==> src/rtl/error_decoder.sv <==
// rtl/error_decoder.sv - pulse-width ERROR/STOP frame decoder with per-spill status
// Optional 2-flop err_in synchronizer enabled by defining ERROR_DECODER_SYNC_EN.
module error_decoder #(
    parameter int ERROR_LENGTH = 3
) (
    input  logic       clk,
    input  logic       rst_n,
    input  logic       err_in,
    input  logic       live_rising,
    output logic       error_pulse,
    output logic       stop_pulse,
    output logic       stop_active,
    output logic       error_seen,
    output logic       frame_err,
    output logic [7:0] err_cnt,
    output logic [7:0] stop_cnt
);

    localparam logic [2:0] LEN = 3'(ERROR_LENGTH);

    typedef enum logic [1:0] {
        IDLE  = 2'd0,
        HIGH  = 2'd1,
        TAIL  = 2'd2,
        STUCK = 2'd3
    } state_t;

    state_t     state;
    state_t     state_nx;
    logic [2:0] run;
    logic [2:0] run_nx;
    logic [2:0] tail;
    logic [2:0] tail_nx;
    logic [2:0] run_inc;
    logic [2:0] tail_inc;
    logic       line;
    logic       err_ev;
    logic       stop_ev;
    logic       ferr_ev;

`ifdef ERROR_DECODER_SYNC_EN
    logic sync_q1;
    logic sync_q2;

    always_ff @(posedge clk or negedge rst_n) begin
        if (!rst_n) begin
            sync_q1 <= 1'b0;
            sync_q2 <= 1'b0;
        end else begin
            sync_q1 <= err_in;
            sync_q2 <= sync_q1;
        end
    end

    assign line = sync_q2;
`else
    assign line = err_in;
`endif

    // run never exceeds LEN-1 while in HIGH, and tail never exceeds LEN-1 in TAIL,
    // so a 3-bit increment cannot wrap for any legal ERROR_LENGTH.
    assign run_inc  = run + 3'd1;
    assign tail_inc = tail + 3'd1;

    always_ff @(posedge clk or negedge rst_n) begin
        if (!rst_n) begin
            state <= IDLE;
            run   <= 3'd0;
            tail  <= 3'd0;
        end else begin
            state <= state_nx;
            run   <= run_nx;
            tail  <= tail_nx;
        end
    end

    always_comb begin
        state_nx = state;
        run_nx   = run;
        tail_nx  = tail;
        err_ev   = 1'b0;
        stop_ev  = 1'b0;
        ferr_ev  = 1'b0;
        case (state)
            IDLE: begin
                if (line) begin
                    state_nx = HIGH;
                    run_nx   = 3'd1;
                end
            end
            HIGH: begin
                if (line) begin
                    run_nx = run_inc;
                    if (run_inc >= LEN) begin
                        ferr_ev  = 1'b1;
                        state_nx = STUCK;
                    end
                end else begin
                    if (run == 3'd1) begin
                        err_ev = 1'b1;
                    end else if (run == 3'd2) begin
                        stop_ev = 1'b1;
                    end else begin
                        ferr_ev = 1'b1;
                    end
                    // The first low already counts toward the frame length.
                    if (run_inc >= LEN) begin
                        state_nx = IDLE;
                        run_nx   = 3'd0;
                        tail_nx  = 3'd0;
                    end else begin
                        state_nx = TAIL;
                        tail_nx  = run_inc;
                    end
                end
            end
            TAIL: begin
                if (line) begin
                    ferr_ev  = 1'b1;
                    state_nx = HIGH;
                    run_nx   = 3'd1;
                    tail_nx  = 3'd0;
                end else if (tail_inc >= LEN) begin
                    state_nx = IDLE;
                    run_nx   = 3'd0;
                    tail_nx  = 3'd0;
                end else begin
                    tail_nx = tail_inc;
                end
            end
            STUCK: begin
                if (!line) begin
                    state_nx = IDLE;
                    run_nx   = 3'd0;
                    tail_nx  = 3'd0;
                end
            end
            default: begin
                state_nx = IDLE;
                run_nx   = 3'd0;
                tail_nx  = 3'd0;
            end
        endcase
    end

    always_ff @(posedge clk or negedge rst_n) begin
        if (!rst_n) begin
            error_pulse <= 1'b0;
            stop_pulse  <= 1'b0;
            frame_err   <= 1'b0;
        end else begin
            error_pulse <= err_ev;
            stop_pulse  <= stop_ev;
            frame_err   <= ferr_ev;
        end
    end

    // Spill clear takes effect first so a coincident strobe lands on cleared status.
    logic [7:0] err_base;
    logic [7:0] stop_base;
    logic       seen_base;
    logic       active_base;

    assign err_base    = live_rising ? 8'd0 : err_cnt;
    assign stop_base   = live_rising ? 8'd0 : stop_cnt;
    assign seen_base   = live_rising ? 1'b0 : error_seen;
    assign active_base = live_rising ? 1'b0 : stop_active;

    always_ff @(posedge clk or negedge rst_n) begin
        if (!rst_n) begin
            err_cnt     <= 8'd0;
            stop_cnt    <= 8'd0;
            error_seen  <= 1'b0;
            stop_active <= 1'b0;
        end else begin
            err_cnt     <= (error_pulse && (err_base != 8'hFF)) ? err_base + 8'd1 : err_base;
            stop_cnt    <= (stop_pulse && (stop_base != 8'hFF)) ? stop_base + 8'd1 : stop_base;
            error_seen  <= seen_base | error_pulse;
            stop_active <= active_base ^ stop_pulse;
        end
    end

endmodule
==> config.mk <==
export PLATFORM = sky130hd
export DESIGN_NAME = error_decoder
export DESIGN_NICKNAME = d
export VERILOG_FILES = /design/src/rtl/error_decoder.sv
export SDC_FILE = /design/constraint.sdc
export NUM_CORES = 1
export LEC_CHECK = 0
export ABC_CLOCK_PERIOD_IN_PS = 1900
export CAP_MARGIN = 0
export CORE_MARGIN = 2
export CORE_UTILIZATION = 39
export DETAILED_ROUTE_END_ITERATION = 8
export GPL_ROUTABILITY_DRIVEN = 0
export PLACE_DENSITY_LB_ADDON = 0.3
export SETUP_SLACK_MARGIN = 0.1
export SYNTH_ARGS = -nofsm -noshare
export SYNTH_HDL_FRONTEND = slang
export SYNTH_SLANG_ARGS = --single-unit
==> constraint.sdc <==
create_clock -name clk -period 1.9 [get_ports clk]
set_clock_uncertainty 0.05 [all_clocks]
set_input_delay 0.285 -clock clk [delete_from_list [all_inputs] [get_ports clk]]
set_output_delay 0.285 -clock clk [all_outputs]
set_load 0.005 [all_outputs]
**Word level (Yosys, flattened, before mapping)**

Index checks and enable logic that the tools add are counted.

- $mul: 0
- Div/mod/pow operators: 0
- Shifts and indexed selects: 0
- $lt $le $gt $ge: 2
- Add/subtract/negate cells: 4
- Reduce and logical (&&, ||, !) cells: 7
- Multiplexer cells: 39
- Bitwise logic cells: 2
- Equal/unequal tests: 13

Operators by type and width:

| kind | number |
|---|---|
| 8-bit 2-to-1 mux | 4 |
| 3-bit 2-to-1 mux | 10 |
| 8-bit by 1-bit adder with 8-bit output, second input constant | 2 |
| 8-bit != test, second input constant | 2 |
| 1-bit 2-to-1 mux | 14 |
| 2-bit 2-to-1 mux | 7 |
| 3-bit one-hot mux with 4 select lines | 1 |
| 3-bit != test, second input constant | 3 |
| 3-bit one-hot mux with 3 select lines | 1 |
| 2-bit one-hot mux with 4 select lines | 1 |
| 4-bit AND reduction | 2 |
| 3-bit by 1-bit adder with 3-bit output, second input constant | 2 |
| 3-bit by 2-bit greater-or-equal comparator with 1-bit output, second input constant | 2 |
| 2-bit != test, second input constant | 3 |
| 2-bit == test, second input constant | 2 |
| 3-bit by 1-bit == test with 1-bit output, second input constant | 1 |
| 3-bit by 2-bit == test with 1-bit output, second input constant | 1 |
| 3-bit AND reduction | 1 |
| 3-bit nonzero test | 1 |
| 2-bit by 1-bit == test with 1-bit output, second input constant | 1 |
| 1-bit logical AND | 2 |
| 2-bit zero test | 1 |
| 1-bit one-hot mux with 2 select lines | 1 |
| 1-bit bitwise OR | 1 |
| 1-bit bitwise XOR | 1 |

- Flip-flop bits (word level): 29
- Memory bits (read-only): 0
- Memories kept: 0
- Bits of input ports: 4
- Word-level logic and storage cells: 77
- Memory bits (writable): 0
- Latch bits: 0

**Depth between registers and ports, before layout**

- Depth in word-level cells: 5
- Depth in mapped cells: 7
- Depth with buffers taken out: 6

**Worst setup path after synthesis**

OpenSTA, ideal clock, no wires.

- Path type: register to register
- Start: register run[0]
- End: register tail[0]
- Period minus slack after synthesis: 1830 ps
- Cell stages (with the launch flop): 7
- Arrival time: 1703 ps
- Data required time: 1773 ps
- Slack: 70 ps
- Library setup time: 77 ps
- Cell sequence: dfrtp_1 > inv_1 > ha_1 > o21ba_1 > or4b_4 > o32a_1 > a21oi_1

- Cells in the longest elaborated chain, start to end: 5

Ends and longest elaborated chain:

| element | RTL line | source |
|---|---|---|
| from (decl) | 30 | `logic [2:0] run;` |
| from (signal assigned) | 72 | `run <= run_nx;` |
| 3-bit by 1-bit adder with 3-bit output (*) | 62 | `assign run_inc = run + 3'd1;` |
| 3-bit by 2-bit greater-or-equal comparator with 1-bit output | 107 | `if (run_inc >= LEN) begin` |
| 3-bit 2-to-1 mux (*) | 107 |  |
| 3-bit 2-to-1 mux (*) | 92 | `if (line) begin` |
| 3-bit one-hot mux with 3 select lines (*) | 84 | `case (state)` |
| to (signal assigned) | 73 | `tail <= tail_nx;` |
| to (decl) | 32 | `logic [2:0] tail;` |

Every way passes the cells marked *; elsewhere a longest branch is shown, timed or not. The select of a mux whose other input is x is not followed.
A chain may end at the register's enable or synchronous reset.

**Final worst setup path**

- Start: register run[0]
- End: register tail[1]

Same word-level chain as after synthesis.

==> summary.md <==
| Metric | Value |
|---|---|
| Yosys warning count | `0` |
| Vias/cell | `5.443` |
| Drt drc | `0` |
| Chip Width | `70.83 um` |
| Crit-path max FO | `3` |
| M1 GR Usage | `22.03%` |
| Core region area | `4324 um2` |
| Worst path cell trace | `inv_2, ha_4, o21ba_4, or4b_4, o32a_1, a21oi_1` |
| Cts bufs inserted | `5` |
| Worst Path Arrival | `1.95 ns` |
| Fmax | `559.0 MHz` |
| Die area | `5016 um2` |
| Netlist Area Pre-Place | `1742 um2` |
| Number of flops mapped to enable cells by yosys | `0` |
| Crit path time final | `1.789 ns` |
| Synthesized area per cell | `9.676 um2` |
| Initial antenna violation count | `0` |
| Layout cell share with drive strength beyond 1 | `23.40%` |
| Slowest stage delay, CP | `0.46 ns` |
| VDD IR-drop max | `0.0007358 V` |
| Grt met3 use | `3.561%` |
| DRT Wirelength | `4.124 mm` |
| # diodes | `0` |
| Routed wire length per instance | `14.37 um` |
| Setup_tns | `0 ns` |
| First-pass GRT wire length | `6.900 mm` |
| Vias | `1,562` |
| Die height | `70.83 um` |
| # hold bufs at CTS | `0` |
| Finish-stage setup viols | `0` |
| Leakage | `1.024 nW` |
| Most frequent cells in the layout | `dfrtp_1, buf_4, clkdlybuf4s50_1` |
| Power Density | `1145 nW/um2` |
| Iter 0 DRT Violations | `112` |
| Largest net degree at the start of global routing | `30` |
| Slew Limit Fails | `0` |
| Synth async-reset ratio | `100.0%` |
| Clock latency on the worst-skew pair | `0.28 ns` |
| Syn Nets | `196` |
| Max_slew headroom | `72.23%` |
| Nets | `250` |
| CTS tree | `built` |
| GRT Util Overall | `17.03%` |
| FF+latch count, synth | `29` |
| Dpl hpwl | `2.868 mm` |
| Worst setup SP type | `register` |
| Vias in the first global route | `1,527` |
| GRT Max-Usage Layer | `met2` |
| CTS Buffer Depth | `2` |
| Area Growth Syn to Fin | `40.01%` |
| Count of final hold-check violations | `0` |
| CP Buf/Inv Count | `1` |
| WP data required | `2.06 ns` |
| Starting Density | `40.28%` |
| Ys flop type | `dfrtp_1` |
| Drt pass-1 iters | `4` |
| Clock root cell | `clkbuf_8` |
| Grt total ovfl | `0` |
| Status | `completed` |
| Layout Utilization | `56.39%` |
| Max cap viols | `0` |
| Cell Rows | `24` |
| CP max stage cell | `or4b_4` |
| Netlist cell types | `44` |
| Worst Tran Pin Value | `0.4166 ns` |
| # port buffers | `24` |
| Endpoint class of the critical path | `register` |
| Clk slew on worst S/H paths | `0.07 ns` |
| Seq/Total Area, Yosys | `41.67%` |
| Antenna viol nets, final | `0` |
| WS Path Type | `register to register` |
| RSZ-0062 raised after global routing | `yes` |
| Tcrit/Tclk final | `94.16%` |
| Io pins | `25` |
| GRT met2 Usage | `28.04%` |
| Delay-heaviest family, CP | `simple AND/OR/NAND/NOR gates` |
| HP Class | `primary input to async pin` |
| FILL cells | `394` |
| Hold WS | `0.3452 ns` |
| Post-synthesis instance total | `180` |
| H-tree Lvls | `2` |
| Sink Count | `29` |
metrics by stage:
| stage | area [um2] | instances | total power (W) | setup slack, ns |
|---|---|---|---|---|
| floorplan | 1762 | 180 | 0.001608 | 0.1163 |
| global placement | 2208 | 274 | 0.001933 | -0.3270 |
| detailed placement | 2208 | 274 | 0.001947 | -0.3691 |
| CTS | 2341 | 284 | 0.002667 | 0.1020 |
| global route | 2439 | 287 | 0.002975 | 0.05354 |
| finish | 2439 | 287 | 0.002792 | 0.1111 |
path summary, 6_finish.rpt:
path | from | to | slack [ns] | cells after the start
setup / recovery | run[0] | tail[1] | 0.11 | 6
hold / removal | rst_n | err_cnt[7] | 0.35 | 2
setup reg to reg | run[0] | tail[1] | 0.11 | 6
hold reg to reg | error_seen | error_seen | 0.43 | 1
max in group asynchronous | rst_n | state[0] | 1.15 | 2
min in group clk | error_seen | error_seen | 0.43 | 1
timing repair:
action | CTS | global route
gates resized for setup | 2 | 12
setup buffers | 2 | 3
pin swaps | 0 | 7
endpoints found under the setup margin | 11 | 12
endpoints found under the hold margin | 0 | 0
power by group:
part	internal [W]	total (W)	leakage, nW	switching (W)
registers	0.000731	0.000861	0.389	0.000130
logic	0.000684	0.00126	0.577	0.000579
clock network	0.000427	0.000668	0.0585	0.000240
Yosys cell counts, types with 2 or more instances:
| master | number | area (um2) |
|---|---|---|
| a41oi_1 | 3 | 26.28 |
| nand2b_1 | 3 | 18.77 |
| nand2_1 | 8 | 30.03 |
| nor2_1 | 21 | 78.83 |
| o21ai_1 | 3 | 15.01 |
| nand4b_1 | 4 | 35.03 |
| a2111oi_2 | 2 | 30.03 |
| a31oi_1 | 3 | 18.77 |
| nand3_1 | 6 | 30.03 |
| ha_1 | 12 | 150.1 |
| dfrtp_1 | 29 | 725.7 |
| inv_1 | 10 | 37.54 |
| clkbuf_1 | 3 | 11.26 |
| mux2_2 | 2 | 22.52 |
| o21ai_0 | 4 | 20.02 |
| a21oi_1 | 10 | 50.05 |
| a211oi_1 | 3 | 22.52 |
| nand4_1 | 3 | 18.77 |
| o32a_1 | 2 | 20.02 |
| xnor2_1 | 8 | 70.07 |
| nor2b_1 | 8 | 50.05 |
| and4_1 | 3 | 26.28 |
| nor4b_1 | 2 | 17.52 |
| nor3_1 | 7 | 35.03 |
| and3_1 | 2 | 12.51 |
cell type report:
class	count	area, um2	area share (%)
clock buffer	7	86.33	3.540
clock inverter	1	30.03	1.231
inverter	10	37.54	1.539
multi-input combinational	137	1050	43.05
sequential	29	728.2	29.86
tap	52	65.06	2.668
timing repair buffer	51	441.7	18.11
registers in the layout (all words and copies together) (netlist names):
signal / flops
tail: 3
err_cnt: 8
error_seen: 1
stop_active: 1
state: 2
frame_err: 1
stop_pulse: 1
run: 3
error_pulse: 1
stop_cnt: 8
worst reg2reg max path: cells and delay by family, from the launching register on:
family / cells / cell delay, ns
AND/OR/NAND/NOR: 1 / 0.46
buffers and inverters: 1 / 0.07
AO/OA/AOI/OAI: 3 / 0.45
flip-flops: 1 / 0.40
adder cells (fa/ha/maj): 1 / 0.28
per-layer routing:
layer | wire length, um | vias up
li1 | - | 759
met1 | 1811 | 751
met2 | 2045 | 42
met3 | 173 | 10
met4 | 94 | 0
met5 | 0 | -
cell families (layout without fill, tap and decap cells):
logic type	Yosys count	count (layout)	share of synthesized area, %
AO/OA/AOI/OAI	39	39	16.38
XOR/XNOR	9	9	4.526
adder cells (fa/ha/maj)	12	12	8.620
buffers and inverters	14	69	3.448
flip-flops	29	29	41.67
multiplexers	2	2	1.293
AND/OR/NAND/NOR	75	75	24.07
(Power assumes the default switching activity.)
